<file path="config.mk">
export PLATFORM = sky130hd
export DESIGN_NAME = fft_peak_detect
export DESIGN_NICKNAME = d
export VERILOG_FILES = /design/src/rtl/fft_peak_detect_pkg.sv /design/src/rtl/fft_peak_detect_mag_sq.sv /design/src/rtl/fft_peak_detect.sv
export SDC_FILE = /design/constraint.sdc
export NUM_CORES = 1
export LEC_CHECK = 0
export ABC_AREA = 1
export CAP_MARGIN = 20
export CORE_MARGIN = 2
export CORE_UTILIZATION = 66
export DETAILED_ROUTE_END_ITERATION = 10
export DONT_BUFFER_PORTS = 1
export HOLD_SLACK_MARGIN = 0.03
export PLACE_DENSITY = 0.88
export RECOVER_POWER = 50
export SYNTH_ARGS = -nofsm -noshare
export SYNTH_HDL_FRONTEND = slang
export SYNTH_SLANG_ARGS = --single-unit
</file>
<file path="constraint.sdc">
create_clock -name clk -period 7.2 [get_ports clk]
set_input_delay 1.44 -clock clk [delete_from_list [all_inputs] [get_ports clk]]
set_output_delay 1.44 -clock clk [all_outputs]
set_load 0.05 [all_outputs]
</file>
<file path="src/rtl/fft_peak_detect_pkg.sv">
// Shared defaults and types for the FFT peak detector.
//   Default widths and sizes for the top-level parameters.
//   FSM state encoding for the frame tracker.
//   Depth of the magnitude pipeline.
package fft_peak_detect_pkg;

  localparam int DATA_W_DEF  = 14;
  localparam int PTS_W_DEF   = 11;
  localparam int FFT_PTS_DEF = 1024;
  localparam int MIN_BIN_DEF = 1;
  localparam int EXP_W_DEF   = 6;

  // Register stages inside fft_mag_sq (squares, then sum)
  localparam int MAG_STAGES  = 2;

  typedef enum logic {
    IDLE  = 1'b0,
    FRAME = 1'b1
  } state_t;

endpackage

</file>
<file path="src/rtl/fft_peak_detect_mag_sq.sv">
// fft_mag_sq: pipelined re^2 + im^2 with a sideband that travels with the beat.
//   clk, reset_n      clock, async active-low reset (clears valids only)
//   in_vld, re, im    input beat, signed components
//   sb_in             opaque per-beat sideband, delayed to match mag
//   out_vld, mag      result valid and unsigned magnitude squared (2*DATA_W bits)
//   sb_out            sideband aligned with mag
module fft_mag_sq
  import fft_peak_detect_pkg::*;
#(
  parameter int DATA_W = 14,
  parameter int SB_W   = 1
) (
  input  logic                     clk,
  input  logic                     reset_n,
  input  logic                     in_vld,
  input  logic signed [DATA_W-1:0] re,
  input  logic signed [DATA_W-1:0] im,
  input  logic        [SB_W-1:0]   sb_in,
  output logic                     out_vld,
  output logic        [2*DATA_W-1:0] mag,
  output logic        [SB_W-1:0]   sb_out
);

  localparam int MW = 2 * DATA_W;

  logic [MAG_STAGES:1]           vld_pipe;
  logic [MAG_STAGES:1][SB_W-1:0] sb_pipe;
  logic signed [MW-1:0]          re_x, im_x;
  logic [MW-1:0]                 re_sq, im_sq, sum;

  // Squares are formed at full 2*DATA_W width; the largest, (-2^(DATA_W-1))^2,
  // still fits, and the sum of two of them fits unsigned.
  assign re_x = {{DATA_W{re[DATA_W-1]}}, re};
  assign im_x = {{DATA_W{im[DATA_W-1]}}, im};

  always_ff @(posedge clk or negedge reset_n) begin
    if (!reset_n) vld_pipe <= '0;
    else          vld_pipe <= {vld_pipe[MAG_STAGES-1:1], in_vld};
  end

  always_ff @(posedge clk) begin
    re_sq      <= re_x * re_x;
    im_sq      <= im_x * im_x;
    sb_pipe[1] <= sb_in;
    sum        <= re_sq + im_sq;
    sb_pipe[2] <= sb_pipe[1];
  end

  assign out_vld = vld_pipe[MAG_STAGES];
  assign mag     = sum;
  assign sb_out  = sb_pipe[MAG_STAGES];

endmodule

</file>
<file path="src/rtl/fft_peak_detect.sv">
// fft_peak_detect: finds the strongest positive-frequency bin of each FFT frame.
//   clk, reset_n                 clock, async active-low reset
//   source_*                     Avalon-ST FFT source beat (valid/sop/eop/error/real/imag/exp)
//   source_ready                 always 1 once out of reset
//   mag_threshold                peak_found compares the frame peak against this
//   peak_valid                   1-cycle pulse, peak_bin/mag/exp/found updated and held
//   frame_err                    1-cycle pulse, a frame was discarded
// Pipeline: input register -> fft_mag_sq (2 stages) -> max tracker / output
// registers, so results land on the 3rd edge after the eop beat is sampled.
// Frame verdicts (done/err) ride the pipeline with the beat, so a new frame can
// start right behind an eop without disturbing the previous result.
module fft_peak_detect
  import fft_peak_detect_pkg::*;
#(
  parameter int DATA_W  = DATA_W_DEF,
  parameter int PTS_W   = PTS_W_DEF,
  parameter int FFT_PTS = FFT_PTS_DEF,
  parameter int MIN_BIN = MIN_BIN_DEF,
  parameter int EXP_W   = EXP_W_DEF
) (
  input  logic                     clk,
  input  logic                     reset_n,
  input  logic                     source_valid,
  input  logic                     source_sop,
  input  logic                     source_eop,
  input  logic [1:0]               source_error,
  input  logic signed [DATA_W-1:0] source_real,
  input  logic signed [DATA_W-1:0] source_imag,
  input  logic [EXP_W-1:0]         source_exp,
  output logic                     source_ready,
  input  logic [2*DATA_W-1:0]      mag_threshold,
  output logic                     peak_valid,
  output logic [PTS_W-1:0]         peak_bin,
  output logic [2*DATA_W-1:0]      peak_mag,
  output logic [EXP_W-1:0]         peak_exp,
  output logic                     peak_found,
  output logic                     frame_err
);

  localparam int MW = 2 * DATA_W;
  localparam logic [PTS_W-1:0] LAST    = PTS_W'(FFT_PTS - 1);
  localparam logic [PTS_W-1:0] HALF_M1 = PTS_W'(FFT_PTS / 2 - 1);
  localparam logic [PTS_W-1:0] MIN_B   = PTS_W'(MIN_BIN);

  typedef struct packed {
    logic [PTS_W-1:0] bin;
    logic             seed;  // first beat of a frame: restart the max search
    logic             done;  // good eop: publish the result
    logic             err;   // a frame was dropped on this beat
    logic [EXP_W-1:0] ex;    // frame exponent
  } sb_t;

  localparam int SB_W = $bits(sb_t);

  // ---------------- front end: frame FSM ----------------
  state_t            state, state_n;
  logic [PTS_W-1:0]  bin_cnt, cnt_n, idx;
  logic              bad_q, bad_n;
  logic [EXP_W-1:0]  exp_q, exp_n;
  logic              accept, in_frame, last_idx, frame_bad, ends, beat_ok;
  sb_t               sb_n;

  always_comb begin
    accept    = source_valid & source_ready;
    in_frame  = accept & (source_sop | (state == FRAME));
    idx       = source_sop ? '0 : bin_cnt;
    last_idx  = (idx == LAST);
    frame_bad = (~source_sop & bad_q) | (|source_error);
    ends      = in_frame & (source_eop | last_idx);
    beat_ok   = ends & source_eop & last_idx & ~frame_bad;

    state_n = state;
    cnt_n   = bin_cnt;
    bad_n   = bad_q;
    exp_n   = exp_q;
    if (in_frame) begin
      state_n = ends ? IDLE : FRAME;
      cnt_n   = ends ? '0 : idx + PTS_W'(1);
      bad_n   = ~ends & frame_bad;
      if (source_sop) exp_n = source_exp;
    end

    sb_n.bin  = idx;
    sb_n.seed = source_sop;
    sb_n.done = beat_ok;
    // sop while a frame is open drops the old one; this beat still starts the new one
    sb_n.err  = (source_sop & (state == FRAME)) | (ends & ~beat_ok);
    sb_n.ex   = exp_n;
  end

  logic                     s0_vld;
  logic signed [DATA_W-1:0] s0_re, s0_im;
  sb_t                      s0_sb;

  always_ff @(posedge clk or negedge reset_n) begin
    if (!reset_n) begin
      state        <= IDLE;
      bin_cnt      <= '0;
      bad_q        <= 1'b0;
      exp_q        <= '0;
      source_ready <= 1'b0;
      s0_vld       <= 1'b0;
    end else begin
      state        <= state_n;
      bin_cnt      <= cnt_n;
      bad_q        <= bad_n;
      exp_q        <= exp_n;
      source_ready <= 1'b1;
      s0_vld       <= in_frame;
    end
  end

  always_ff @(posedge clk) begin
    s0_re <= source_real;
    s0_im <= source_imag;
    s0_sb <= sb_n;
  end

  // ---------------- magnitude ----------------
  logic          m_vld;
  logic [MW-1:0] m_mag;
  sb_t           m_sb;

  fft_mag_sq #(.DATA_W(DATA_W), .SB_W(SB_W)) u_mag (
    .clk     (clk),
    .reset_n (reset_n),
    .in_vld  (s0_vld),
    .re      (s0_re),
    .im      (s0_im),
    .sb_in   (s0_sb),
    .out_vld (m_vld),
    .mag     (m_mag),
    .sb_out  (m_sb)
  );

  // ---------------- max tracker / outputs ----------------
  logic [MW-1:0]    max_mag, base_mag, new_mag;
  logic [PTS_W-1:0] max_bin, base_bin, new_bin;
  logic             in_range;

  // Seed of MIN_BIN/0 with strict '>' gives lowest-index tie wins and
  // MIN_BIN for an all-zero frame.
  always_comb begin
    base_mag = m_sb.seed ? '0 : max_mag;
    base_bin = m_sb.seed ? MIN_B : max_bin;
    in_range = (m_sb.bin >= MIN_B) && (m_sb.bin <= HALF_M1);
    new_mag  = base_mag;
    new_bin  = base_bin;
    if (in_range && (m_mag > base_mag)) begin
      new_mag = m_mag;
      new_bin = m_sb.bin;
    end
  end

  always_ff @(posedge clk or negedge reset_n) begin
    if (!reset_n) begin
      max_mag    <= '0;
      max_bin    <= '0;
      peak_valid <= 1'b0;
      frame_err  <= 1'b0;
      peak_bin   <= '0;
      peak_mag   <= '0;
      peak_exp   <= '0;
      peak_found <= 1'b0;
    end else begin
      peak_valid <= m_vld & m_sb.done;
      frame_err  <= m_vld & m_sb.err;
      if (m_vld) begin
        max_mag <= new_mag;
        max_bin <= new_bin;
      end
      if (m_vld & m_sb.done) begin
        peak_bin   <= new_bin;
        peak_mag   <= new_mag;
        peak_exp   <= m_sb.ex;
        peak_found <= (new_mag >= mag_threshold);
      end
    end
  end

endmodule

</file>
# --- After elaboration in Yosys (flattened, before gate mapping) ---
# Cells that the tools add are included.
totals:
  regBits: 282
  input_bits: 69
  out_inout_bits: 49
  elab_cells: 68
op_classes:
  muxes: 9
  n_reduce_logical: 3
  n_bitwise: 20
  n_lt_le_gt_ge: 4
  eq_ne: 1
  n_addsub: 2
  n_mul: 2
ops:
  columns: ["operator", "n"]
  rows:
  - ["$mul 14x14->28", 2]
  - ["$mux 28", 2]
  - ["$mux 11", 4]
  - ["$add 28x28->28", 1]
  - ["$ge 28x28->1", 1]
  - ["$gt 28x28->1", 1]
  - ["$and 1x1->1", 12]
  - ["$mux 6", 2]
  - ["$add 11x1->11 const B", 1]
  - ["$eq 11x10->1 const B", 1]
  - ["$ge 11x1->1 const B", 1]
  - ["$le 11x9->1 const B", 1]
  - ["$not 1->1", 4]
  - ["$or 1x1->1", 4]
  - ["$logic_and 1x1->1", 2]
  - ["$reduce_or 2->1", 1]
  - ["$mux 1", 1]

# --- Longest topological paths before layout ---
# Gate-level depths: netlist of the first run.
logic_depth:
  depth_word: 10
  mapped_depth: 29
  ltp_nobuf: 26

# --- Modules after synthesis ---
# From an unflattened synthesis of the first run, not the netlist that was laid out.
unflattened:
  hier_cells: 3360
  area_unflattened_um2: 27050.9
modules_own_cells:
  columns: ["mod", "seq_area_each_um2", "area_per_inst_um2", "instances", "cells_per_inst"]
  rows:
  - ["fft_mag_sq", 2492.4, 19035.8, 1, 2395]
  - ["fft_peak_detect", 3663.5, 8015.2, 1, 965]

# --- Worst setup path after synthesis of the first run ---
# No wires, ideal clock.
synth_timing:
  path_type: "reg-to-reg"
  startpoint: "reg s0_re[13]"
  endpoint: "reg u_mag.re_sq[26]"
  setup_time_ns: 0.072
  t_required_ns: 7.128
  t_arrival_ns: 5.529
  path_buffers: 2
  period_less_slack_ns: 5.601
  setup_slack_ns: 1.599
  stages_incl_launch_ff: 21
  path_cell_list: "dfxtp_1 -> clkbuf_1 -> buf_1 -> nand2_1 -> fa_1 -> fa_1 -> inv_1 -> fa_1 -> fa_1 -> fa_1 -> inv_1 -> fa_1 -> inv_1 -> ha_1 -> nand2_1 -> nor2_1 -> inv_1 -> nor4_1 -> nand3_1 -> nand3_1 -> xor2_1"
synth_via:
  elab_chain_cells: 1
synth_lines:
  columns: ["item", "line_no", "rtl"]
  rows:
  - ["start, declared", "fft_peak_detect.sv:92", "logic signed [DATA_W-1:0] s0_re, s0_im;"]
  - ["start signal, assigned", "fft_peak_detect.sv:114", "s0_re <= source_real;"]
  - ["$mul 14x14->28", "fft_peak_detect_mag_sq.sv:42", "re_sq <= re_x * re_x;"]
  - ["end signal, assigned", "fft_peak_detect_mag_sq.sv:42", null]
  - ["end, declared", "fft_peak_detect_mag_sq.sv:29", "logic [MW-1:0] re_sq, im_sq, sum;"]
# No other way between the ends.
# A chain may end at the register's enable or synchronous reset.

# --- Worst setup path after layout of the first run ---
layout_timing:
  startpoint: "reg s0_im[0]"
  endpoint: "reg u_mag.im_sq[24]"
layout_via:
  elab_chain_cells: 1
layout_lines:
  columns: ["item", "line_no", "rtl"]
  rows:
  - ["start, declared", "fft_peak_detect.sv:92", null]
  - ["start signal, assigned", "fft_peak_detect.sv:115", "s0_im <= source_imag;"]
  - ["$mul 14x14->28", "fft_peak_detect_mag_sq.sv:43", "im_sq <= im_x * im_x;"]
  - ["end signal, assigned", "fft_peak_detect_mag_sq.sv:43", null]
  - ["end, declared", "fft_peak_detect_mag_sq.sv:29", null]
# No other way between the ends.

==> impl_metrics.sql, run 1 <==
INSERT INTO impl_metrics (metric_group, metric, value, unit) VALUES
('routing', 'route.met2.wl', '30.1', 'mm'),
('cts', 'tritoncts', 'done', ''),
('layout', 'n_antenna_cell', '0', ''),
('cts', 'cts_setup_buffers', '0', ''),
('floorplan', 'floorplan.initialDensity', '0.670', ''),
('outcome', 'failing_checks', 'capacitance limit, slew limit', ''),
('layout', 'most_used_cells_in_the_layout_excluding_fill_and_tap_cells', '711 x nand2_1, 690 x inv_1, 349 x fa_1', ''),
('floorplan', 'rows', '72', ''),
('synth', 'mappedNetlistArea', '25900', 'um^2'),
('cts', 'cts-htree-levels', '1', ''),
('sta', 'finalClockSkew', '0.0163', 'ns'),
('synth', 'synth.avg_cell_area', '8.54', 'um^2'),
('layout', 'fin_util', '0.707', ''),
('cts', 'clkTransAtPathRegs', '0.06', 'ns'),
('place', 'placement.io_buffers', '0', ''),
('worst_setup_path', 'slowest_stage_delay_cp', '0.80', 'ns'),
('global_routing', 'grt_pass1_wl', '99.8', 'mm'),
('synth', 'synth.net_count', '3675', ''),
('cts', 'cts_repair_resize_count', '0', ''),
('routing', 'top_layer', 'met4', ''),
('global_routing', 'grt_remaining_overflow', '0', ''),
('sta', 'fmax', '164', 'MHz'),
('worst_setup_path', 'worst_setup_path_end_kind', 'flip-flop', ''),
('worst_setup_path', 'crit_buf_inv', '6', ''),
('global_routing', 'antenna_found_initial', '1', ''),
('routing', 'drt.antenna.violating_nets', '0', ''),
('layout', 'finish.net_count', '3647', ''),
('job', 'timing.max_cap.violations', '3', ''),
('sta', 'min_period_over_period', '0.847', ''),
('routing', 'routed-wl-met3', '3.44', 'mm'),
('cts', 'tritoncts.num_buffers', '31', ''),
('synth', 'ys_seq_area_frac', '0.237', ''),
('synth', 'synthCells', '3038', ''),
('hold_path', 'timing.hold.worst.class', 'reg2reg', ''),
('place', 'rd_place_congestion', '0.944', ''),
('synth', 'synthDistinctLibCells', '47', ''),
('outcome', 'run_status', 'complete, but fails checks', ''),
('sta', 'final-max-slew-violation-count', '132', ''),
('routing', 'wl_met1', '22.9', 'mm'),
('routing', 'vias', '19500', ''),
('synth', 'synth_edf_count', '0', ''),
('routing', 'detail_route.first_pass.iterations', '5', ''),
('synth', 'synth-seq-cells', '280', ''),
('worst_setup_path', 'crit_path_top_delay_cell', 'fa_1', ''),
('worst_setup_path', 'timing.critical_path.cells', 'clkbuf_1 -> nand2_1 -> inv_1 -> ha_1 -> inv_1 -> fa_1 -> inv_1 -> fa_1 -> fa_1 -> fa_1 -> inv_1 -> fa_1 -> inv_1 -> ha_1 -> a21oi_1 -> o21ai_0 -> a211oi_1 -> nand3_1 -> nand2_1 -> nand2_1', ''),
('layout', 'layout.cells.most_common', 'nand2_1', ''),
('worst_setup_path', 'worst_path_dominant_cell_family', 'adder cells', ''),
('floorplan', 'core', '38700', 'um^2'),
('global_routing', 'grt_util_all_layers', '0.298', ''),
('sta', 'setup_repair_after_global_routing_missed_its_margin', 'no', ''),
('synth', 'async_flop_share', '0.393', ''),
('synth', 'synth_warnings', '0', ''),
('global_routing', 'via_count_of_the_first_global_routing_pass', '21300', ''),
('sta', 'setup_viol', '0', ''),
('routing', 'drt-wirelength-per-cell', '16.4', 'um'),
('sta', 'timing.setup.tns', '0', 'ns'),
('worst_setup_path', 'worst_ep_arrival_time', '6.58', 'ns'),
('place', 'place.detailed.instances', '3495', ''),
('worst_setup_path', 'critPathMaxFanout', '16', ''),
('floorplan', 'die_width', '202', 'um'),
('layout', 'final_cell_count_no_fill', '3553', ''),
('floorplan', 'die_h', '202', 'um'),
('synth', 'synthFlopType', 'dfxtp_1', ''),
('sta', 'post-route-min-period', '6.10', 'ns'),
('floorplan', 'design.die.area', '40900', 'um^2'),
('cts', 'clockRootBuffer', 'clkbuf_16', ''),
('sta', 'tightestPinTransition', '2.06', 'ns'),
('sta', 'slew-limit-headroom', '-0.370', ''),
('cts', 'clk-insertion-delay-late', '0.60', 'ns'),
('cts', 'numClockSinks', '280', ''),
('floorplan', 'floorplan.io_pins', '118', '');
-- sequential cells by signal (all words and copies together), names as in the netlist, 2 cells and up --
| register | cells |
|---|---|
| max_bin | 11 |
| u_mag.mag | 28 |
| u_mag.im_sq | 27 |
| s0_im | 14 |
| u_mag.sb_pipe | 20 |
| peak_bin | 11 |
| bin_cnt | 11 |
| max_mag | 28 |
| u_mag.sb_out | 20 |
| s0_re | 14 |
| peak_mag | 28 |
| exp_q | 6 |
| u_mag.vld_pipe | 2 |
| peak_exp | 6 |
| u_mag.re_sq | 27 |
| s0_sb | 20 |
-- area by class of cell --
class                           count  area, um^2
Multi-Input combinational cell   1998       16800
Fill cell                        2834       11400
Sequential cell                   280        6160
Inverter                          692        2600
Clock buffer                       43         936
Tap cell                          518         648
Clock inverter                     15         151
Timing Repair Buffer                7        57.6
-- synthesized netlist by cell type (7+ instances only) --
cell / n / area share
a21o_1: 11 / 0.0032
xor2_1: 66 / 0.022
clkbuf_1: 48 / 0.0069
fa_1: 349 / 0.27
ha_1: 219 / 0.11
inv_1: 689 / 0.10
nand2_1: 711 / 0.10
nor3_1: 17 / 0.0033
or2_2: 10 / 0.0024
o21bai_1: 17 / 0.0049
and2_1: 30 / 0.0072
a21oi_1: 106 / 0.020
nand3b_1: 10 / 0.0029
nand3_1: 127 / 0.024
dfxtp_1: 170 / 0.13
buf_6: 8 / 0.0035
o22ai_1: 8 / 0.0019
nand3b_4: 20 / 0.015
dfrtp_1: 110 / 0.11
o21ai_0: 46 / 0.0089
xnor2_1: 34 / 0.011
buf_2: 7 / 0.0014
nor2_1: 133 / 0.019
nand4_1: 32 / 0.0077
-- logic make-up after synthesis --
group | share of synthesized area
flops | 0.237
mux | 0.00260
fa+ha+maj | 0.375
xor+xnor | 0.0338
other cells | 0.000145
buf+inv | 0.114
compound gates | 0.0468
simple gates | 0.191
-- per-stage QoR --
step / instance area [um^2] / setup slack, ns
after floorplan: 25900 / 1.60
after global placement: 26300 / 1.32
after detailed placement: 26300 / 1.11
after CTS: 27400 / 1.08
after global routing: 27400 / 0.656
final: 27400 / 1.10
-- path summary, 6_finish.rpt --
check / startpoint / endpoint / slack [ns] / cells past startpoint
setup / recovery: s0_im[0]$_DFF_P_ / u_mag.im_sq[24]$_DFF_P_ / 1.10 / 20
hold / removal: u_mag.sb_pipe[13]$_DFF_P_ / u_mag.sb_out[13]$_DFF_P_ / 0.32 / 0
setup reg to reg: s0_im[0]$_DFF_P_ / u_mag.im_sq[24]$_DFF_P_ / 1.10 / 20
hold reg to reg: u_mag.sb_pipe[13]$_DFF_P_ / u_mag.sb_out[13]$_DFF_P_ / 0.32 / 0
max in group asynchronous: reset_n / max_bin[5]$_DFFE_PN0P_ / 6.51 / 0
min in group asynchronous: reset_n / peak_mag[19]$_DFFE_PN0P_ / 0.54 / 0
-- metal layers --
metal,vias up,GRT usage
met5,-,0
met4,0,0.112
met3,167,0.0374
met2,704,0.541
met1,9526,0.363
li1,9103,-
Power of run 1 is not shown: default switching activity piles up to over one toggle a cycle in this logic, so the estimate is an artifact.
==> run 2: changes to the inputs <==
==> constraint.sdc (replaced) <==
create_clock -name clk -period 6.17 [get_ports clk]
set_input_delay 1.234 -clock clk [delete_from_list [all_inputs] [get_ports clk]]
set_output_delay 1.234 -clock clk [all_outputs]
set_load 0.05 [all_outputs]
==> run 2 against run 1 <==
The flow still finishes with violations (capacitance limit, slew limit); setup slack got worse by 0.82 ns; clock skew rose by 0.0070 ns; register-to-register slack got worse by 0.82 ns; first-iteration DRC count rose by 0.46%; global-route usage rose by 0.56 points; cell count rose by 0.59%; fmax rose by 3.5%.
==> impl_metrics.sql, run 2 (synthesized netlist as in run 1, its figures left out) <==
INSERT INTO impl_metrics (metric_group, metric, value, unit) VALUES
('sta', 'tightestPinTransition', '2.00', 'ns'),
('routing', 'vias', '19600', ''),
('global_routing', 'pin_count_of_the_biggest_net_entering_global_routing', '111', ''),
('floorplan', 'die_h', '202', 'um'),
('cts', 'clk-insertion-delay-late', '0.56', 'ns'),
('layout', 'layout.cells.most_common', 'nand2_1', ''),
('global_routing', 'grt_pass1_wl', '101', 'mm'),
('floorplan', 'floorplan.initialDensity', '0.670', ''),
('cts', 'numClockSinks', '280', ''),
('global_routing', 'globalRoute.busiestLayer', 'met2', ''),
('floorplan', 'core', '38700', 'um^2'),
('routing', 'drt.antenna.violating_nets', '0', ''),
('place', 'placement.io_buffers', '0', ''),
('worst_setup_path', 'critPathMaxFanout', '9', ''),
('cts', 'clkTransAtPathRegs', '0.07', 'ns'),
('routing', 'detail_route.first_pass.iterations', '7', ''),
('cts', 'cts-htree-levels', '2', ''),
('cts', 'cts_repair_resize_count', '0', ''),
('cts', 'clockRootBuffer', 'clkbuf_16', ''),
('sta', 'post-route-min-period', '5.89', 'ns'),
('sta', 'min_period_over_period', '0.955', ''),
('worst_setup_path', 'worst_setup_path_end_kind', 'flip-flop', ''),
('hold_path', 'timing.hold.worst_path_depth', '0', ''),
('routing', 'drt-wirelength-per-cell', '16.6', 'um'),
('sta', 'final-hold-violation-count', '0', ''),
('place', 'dp_hpwl', '46.6', 'mm'),
('sta', 'setup_repair_after_global_routing_missed_its_margin', 'no', ''),
('cts', 'cts_stage_hold_buffer_count', '0', ''),
('global_routing', 'grt_util_all_layers', '0.304', ''),
('cts', 'cts_setup_buffers', '0', ''),
('worst_setup_path', 'rrSetupSlack', '0.28', 'ns'),
('layout', 'seq_area', '6160', 'um^2'),
('global_routing', 'met1_track_demand_over_resource_in_global_routing', '0.369', ''),
('routing', 'first_iter_violations', '1300', ''),
('worst_setup_path', 'worst_ep_required_time', '6.61', 'ns'),
('cts', 'tritoncts', 'done', ''),
('sta', 'timing.setup.tns', '0', 'ns'),
('sta', 'fmax', '170', 'MHz'),
('outcome', 'failing_checks', 'capacitance limit, slew limit', ''),
('floorplan', 'die_width', '202', 'um'),
('global_routing', 'antenna_found_initial', '0', ''),
('worst_setup_path', 'slowest_stage_delay_cp', '0.77', 'ns'),
('layout', 'finish.net_count', '3668', ''),
('sta', 'slew-limit-headroom', '-0.331', ''),
('sta', 'fin_worst_hold_slack', '0.321', 'ns'),
('cts', 'buffers_from_clock_root_to_sink_at_most', '3', ''),
('worst_setup_path', 'r2r_cells', '18', ''),
('floorplan', 'floorplan.io_pins', '118', ''),
('global_routing', 'groute.layer.met3.usage', '0.0392', ''),
('worst_setup_path', 'timing.critical_path.cells', 'nand2_1 -> fa_1 -> fa_1 -> inv_1 -> fa_1 -> fa_1 -> fa_1 -> inv_1 -> fa_1 -> inv_1 -> ha_1 -> nand2_1 -> nand2_1 -> inv_1 -> o21ai_0 -> a211oi_1 -> nand3_1 -> xor2_1', ''),
('layout', 'most_used_cells_in_the_layout_excluding_fill_and_tap_cells', '711 x nand2_1, 690 x inv_1, 349 x fa_1', ''),
('worst_setup_path', 'worst_ep_arrival_time', '6.34', 'ns'),
('worst_setup_path', 'worst_path_class_setup', 'reg2reg', ''),
('sta', 'setup_viol', '0', ''),
('sta', 'final-max-slew-violation-count', '89', ''),
('global_routing', 'via_count_of_the_first_global_routing_pass', '21300', ''),
('layout', 'n_antenna_cell', '0', ''),
('layout', 'fillerInstances', '2789', ''),
('worst_setup_path', 'timing.critical_path.mode_cell', 'fa_1', ''),
('layout', 'drive_gt1_frac', '0.0442', ''),
('job', 'timing.max_cap.violations', '2', ''),
('outcome', 'run_status', 'complete, but fails checks', ''),
('global_routing', 'grt_remaining_overflow', '0', ''),
('hold_path', 'timing.hold.worst.class', 'reg2reg', ''),
('global_routing', 'use_met2', '0.541', ''),
('sta', 'finalClockSkew', '0.0233', 'ns'),
('cts', 'tritoncts.num_buffers', '34', ''),
('routing', 'total_wire_length', '59.2', 'mm'),
('routing', 'remaining_drc_errors', '0', ''),
('routing', 'post_drt_via_cell_ratio', '5.50', ''),
('floorplan', 'design.die.area', '40900', 'um^2'),
('layout', 'multiInputGateArea', '16800', 'um^2'),
('layout', 'syn2layout_area_growth', '6.45', '%'),
('floorplan', 'rows', '72', ''),
('worst_setup_path', 'startpoint_type', 'flip-flop', ''),
('worst_setup_path', 'crit_path_top_delay_cell', 'fa_1', ''),
('layout', 'fin_util', '0.713', ''),
('place', 'rd_place_congestion', '0.902', '');
run 2: worst max-delay path, delay by kind of cell (launching register included):
family / cells / cell delay (ns)
compound gates: 2 / 0.45
xor+xnor: 1 / 0.17
fa+ha+maj: 7 / 3.66
buf+inv: 4 / 0.33
flops: 1 / 0.60
simple gates: 4 / 0.54
run 2: metrics by stage:
step / std cells / setup slack (ns) / instance area [um^2]
global placement: 3511 / 0.347 / 26400
floorplan: 3038 / 0.569 / 25900
detailed placement: 3512 / 0.219 / 26400
CTS: 3573 / 0.187 / 27600
global route: 3574 / 0.00116 / 27600
finish: 3574 / 0.275 / 27600
run 2: layer usage:
| layer | share of wire | wire length (um) |
|---|---|---|
| met5 | 0 | 0 |
| met4 | 0.043 | 2550 |
| met1 | 0.38 | 22800 |
| met2 | 0.51 | 30200 |
| met3 | 0.062 | 3700 |
run 2: final timing paths:
| kind | to | start |
|---|---|---|
| max in group asynchronous | bin_cnt[0]$_DFFE_PN0P_ | reset_n |
| max reg2reg | u_mag.im_sq[25]$_DFF_P_ | s0_im[2]$_DFF_P_ |
| min | u_mag.sb_out[9]$_DFF_P_ | u_mag.sb_pipe[9]$_DFF_P_ |
| min reg2reg | u_mag.sb_out[9]$_DFF_P_ | u_mag.sb_pipe[9]$_DFF_P_ |
| max | u_mag.im_sq[25]$_DFF_P_ | s0_im[2]$_DFF_P_ |
| min in group asynchronous | max_mag[19]$_DFFE_PN0P_ | reset_n |
run 2: area by class of cell:
type	count	share of cell area
Clock buffer	44	0.0352
Clock inverter	17	0.00716
Inverter	692	0.0940
Multi-Input combinational cell	1998	0.609
Sequential cell	280	0.223
Tap cell	518	0.0235
Timing Repair Buffer	25	0.00770
Power of run 2 is left out for the same reason.
==> run 3: changes to the inputs <==
--- a/config.mk
+++ b/config.mk
@@ -7,10 +7,12 @@
 export LEC_CHECK = 0
 export ABC_AREA = 1
 export CAP_MARGIN = 20
-export CORE_MARGIN = 2
+export CORE_MARGIN = 4
 export CORE_UTILIZATION = 66
+export CTS_BUF_LIST = sky130_fd_sc_hd__clkbuf_4 sky130_fd_sc_hd__clkbuf_8
 export DETAILED_ROUTE_END_ITERATION = 10
 export DONT_BUFFER_PORTS = 1
+export GPL_TIMING_DRIVEN = 0
 export HOLD_SLACK_MARGIN = 0.03
 export PLACE_DENSITY = 0.88
 export RECOVER_POWER = 50
==> run 3 against run 2 <==
The flow now finishes without violations; fmax down 0.99%; setup slack lost 0.059 ns; first-iteration DRC count is 2.4% higher; global-route usage fell by 1.2 points; sequential share of layout area down 0.16 points; cell count rose by 2.2%; via count is 1.1% higher; critical path type unchanged; highest routed layer unchanged.
==> impl_metrics.sql, run 3 (synthesized netlist as in run 1, its figures left out) <==
INSERT INTO impl_metrics (metric_group, metric, value, unit) VALUES
('sta', 'slew-limit-headroom', '0.480', ''),
('cts', 'clk-insertion-delay-late', '0.66', 'ns'),
('global_routing', 'grt_util_all_layers', '0.292', ''),
('worst_setup_path', 'slowest_stage_delay_cp', '0.67', 'ns'),
('floorplan', 'die_h', '206', 'um'),
('layout', 'n_antenna_cell', '0', ''),
('cts', 'clkTransAtPathRegs', '0.06', 'ns'),
('sta', 'final-hold-violation-count', '0', ''),
('floorplan', 'design.die.area', '42500', 'um^2'),
('worst_setup_path', 'worst_setup_path_end_kind', 'flip-flop', ''),
('place', 'rd_place_congestion', '0.967', ''),
('floorplan', 'die_width', '206', 'um'),
('routing', 'remaining_drc_errors', '0', ''),
('sta', 'setup_viol', '0', ''),
('cts', 'tritoncts', 'done', ''),
('layout', 'syn2layout_area_growth', '7.11', '%'),
('place', 'place_worst_setup_slack', '-0.523', 'ns'),
('cts', 'numClockSinks', '280', ''),
('sta', 'min_period_over_period', '0.965', ''),
('hold_path', 'timing.hold.worst.class', 'in2async', ''),
('global_routing', 'pin_count_of_the_biggest_net_entering_global_routing', '111', ''),
('floorplan', 'floorplan.initialDensity', '0.670', ''),
('floorplan', 'floorplan.io_pins', '118', ''),
('cts', 'buffers_from_clock_root_to_sink_at_most', '3', ''),
('worst_setup_path', 'timing.critical_path.cells', 'buf_4 -> buf_4 -> nand2_1 -> fa_1 -> fa_2 -> clkinvlp_4 -> buf_4 -> fa_1 -> inv_1 -> fa_1 -> fa_1 -> inv_1 -> fa_1 -> ha_2 -> inv_1 -> nor4_2 -> nand3_1 -> nand3_1 -> xor2_1', ''),
('job', 'timing.max_cap.violations', '0', ''),
('routing', 'drt.antenna.violating_nets', '0', ''),
('worst_setup_path', 'r2r_cells', '19', ''),
('layout', 'drive_gt1_frac', '0.0648', ''),
('cts', 'cts-htree-levels', '2', ''),
('sta', 'setup_repair_after_global_routing_missed_its_margin', 'yes', ''),
('worst_setup_path', 'worst_path_class_setup', 'reg2reg', ''),
('sta', 'setup_ws', '0.216', 'ns'),
('routing', 'detail_route.first_pass.iterations', '7', ''),
('floorplan', 'rows', '72', ''),
('place', 'placement.io_buffers', '0', ''),
('cts', 'tritoncts.num_buffers', '49', ''),
('layout', 'most_used_cells_in_the_layout_excluding_fill_and_tap_cells', '711 x nand2_1, 689 x inv_1, 347 x fa_1', ''),
('global_routing', 'grt_pass1_wl', '99.6', 'mm'),
('sta', 'tightestPinTransition', '0.780', 'ns'),
('place', 'dp_hpwl', '49.6', 'mm'),
('floorplan', 'core', '38700', 'um^2'),
('worst_setup_path', 'startpoint_type', 'flip-flop', ''),
('routing', 'vias', '19900', ''),
('sta', 'final-max-slew-violation-count', '0', ''),
('sta', 'post-route-min-period', '5.95', 'ns'),
('sta', 'fmax', '168', 'MHz'),
('global_routing', 'antenna_found_initial', '0', ''),
('global_routing', 'grt_remaining_overflow', '0', ''),
('worst_setup_path', 'critPathMaxFanout', '10', ''),
('outcome', 'run_status', 'finished clean', ''),
('layout', 'layout.cells.most_common', 'nand2_1', ''),
('global_routing', 'via_count_of_the_first_global_routing_pass', '21100', ''),
('worst_setup_path', 'worst_ep_required_time', '6.76', 'ns'),
('routing', 'total_wire_length', '60.5', 'mm'),
('worst_setup_path', 'worst_ep_arrival_time', '6.54', 'ns'),
('routing', 'drt-wirelength-per-cell', '16.6', 'um'),
('layout', 'finish.net_count', '3729', ''),
('routing', 'first_iter_violations', '1331', ''),
('worst_setup_path', 'timing.critical_path.mode_cell', 'fa_1', ''),
('routing', 'post_drt_via_cell_ratio', '5.44', ''),
('cts', 'clockRootBuffer', 'clkbuf_8', ''),
('worst_setup_path', 'crit_path_top_delay_cell', 'fa_2', ''),
('sta', 'finalClockSkew', '0.0500', 'ns');
==> run 3: cell count changes in the layout (fill, tap and decap cells not counted), sizes merged <==
cell      change
buf           +5
clkbuf       +73
clkinv        +1
clkinvlp      +3
inv           -5
==> run 3: what timing repair did <==
item                       4_1_cts  5_1_grt
hold buffers                     0        0
pin swaps                        0        1
hold endpoints to repair         0        0
gates resized for setup         11       65
setup buffers                    0        4
setup endpoints to repair       18       23
==> run 3: per-layer routing <==
metal	track usage	wire length, um	vias to the layer above
met5	0	0	-
li1	-	-	9287
met2	0.512	30600	752
met3	0.0449	4070	171
met1	0.364	23500	9643
met4	0.115	2260	0
==> run 3: area by class of cell <==
class,instances,area [um^2]
Clock buffer,76,940
Fill cell,2848,10900
Sequential cell,280,6160
Clock inverter,16,166
Timing Repair Buffer,4,30.0
Multi-Input combinational cell,1998,16800
Inverter,692,2600
Tap cell,518,648
Buffer,67,397
==> run 3: final timing paths <==
kind,startpoint,end,slack (ns)
setup / recovery,s0_re[13]$_DFF_P_,u_mag.re_sq[26]$_DFF_P_,0.22
hold / removal,reset_n,bin_cnt[1]$_DFFE_PN0P_,0.29
setup reg to reg,s0_re[13]$_DFF_P_,u_mag.re_sq[26]$_DFF_P_,0.22
hold reg to reg,u_mag.sb_pipe[10]$_DFF_P_,u_mag.sb_out[10]$_DFF_P_,0.32
max in group asynchronous,reset_n,bin_cnt[10]$_DFFE_PN0P_,5.69
min in group clk,u_mag.sb_pipe[10]$_DFF_P_,u_mag.sb_out[10]$_DFF_P_,0.32
==> run 3: worst max-delay path: cells and delay by family, from the launching register on <==
family,cells,cell delay (ns)
DFF,1,0.44
xor gates and xnor gates,1,0.15
and+or+nand+nor,4,0.73
adders and majority gates,7,3.55
buffers and inverters,7,0.99
==> run 3: through the flow <==
| step | utilization | instance area (um^2) | hold slack (ns) | setup TNS, ns | instances |
|---|---|---|---|---|---|
| after floorplan | - | 25900 | 0.310 | 0 | 3038 |
| after global placement | 0.687 | 26600 | 0.310 | -2.89 | 3556 |
| after detailed placement | 0.687 | 26600 | 0.312 | -4.88 | 3556 |
| after CTS | 0.715 | 27700 | 0.212 | 0 | 3647 |
| after global routing | 0.717 | 27800 | 0.240 | -0.0351 | 3651 |
| final | 0.717 | 27800 | 0.293 | 0 | 3651 |
Power of run 3 is left out for the same reason.
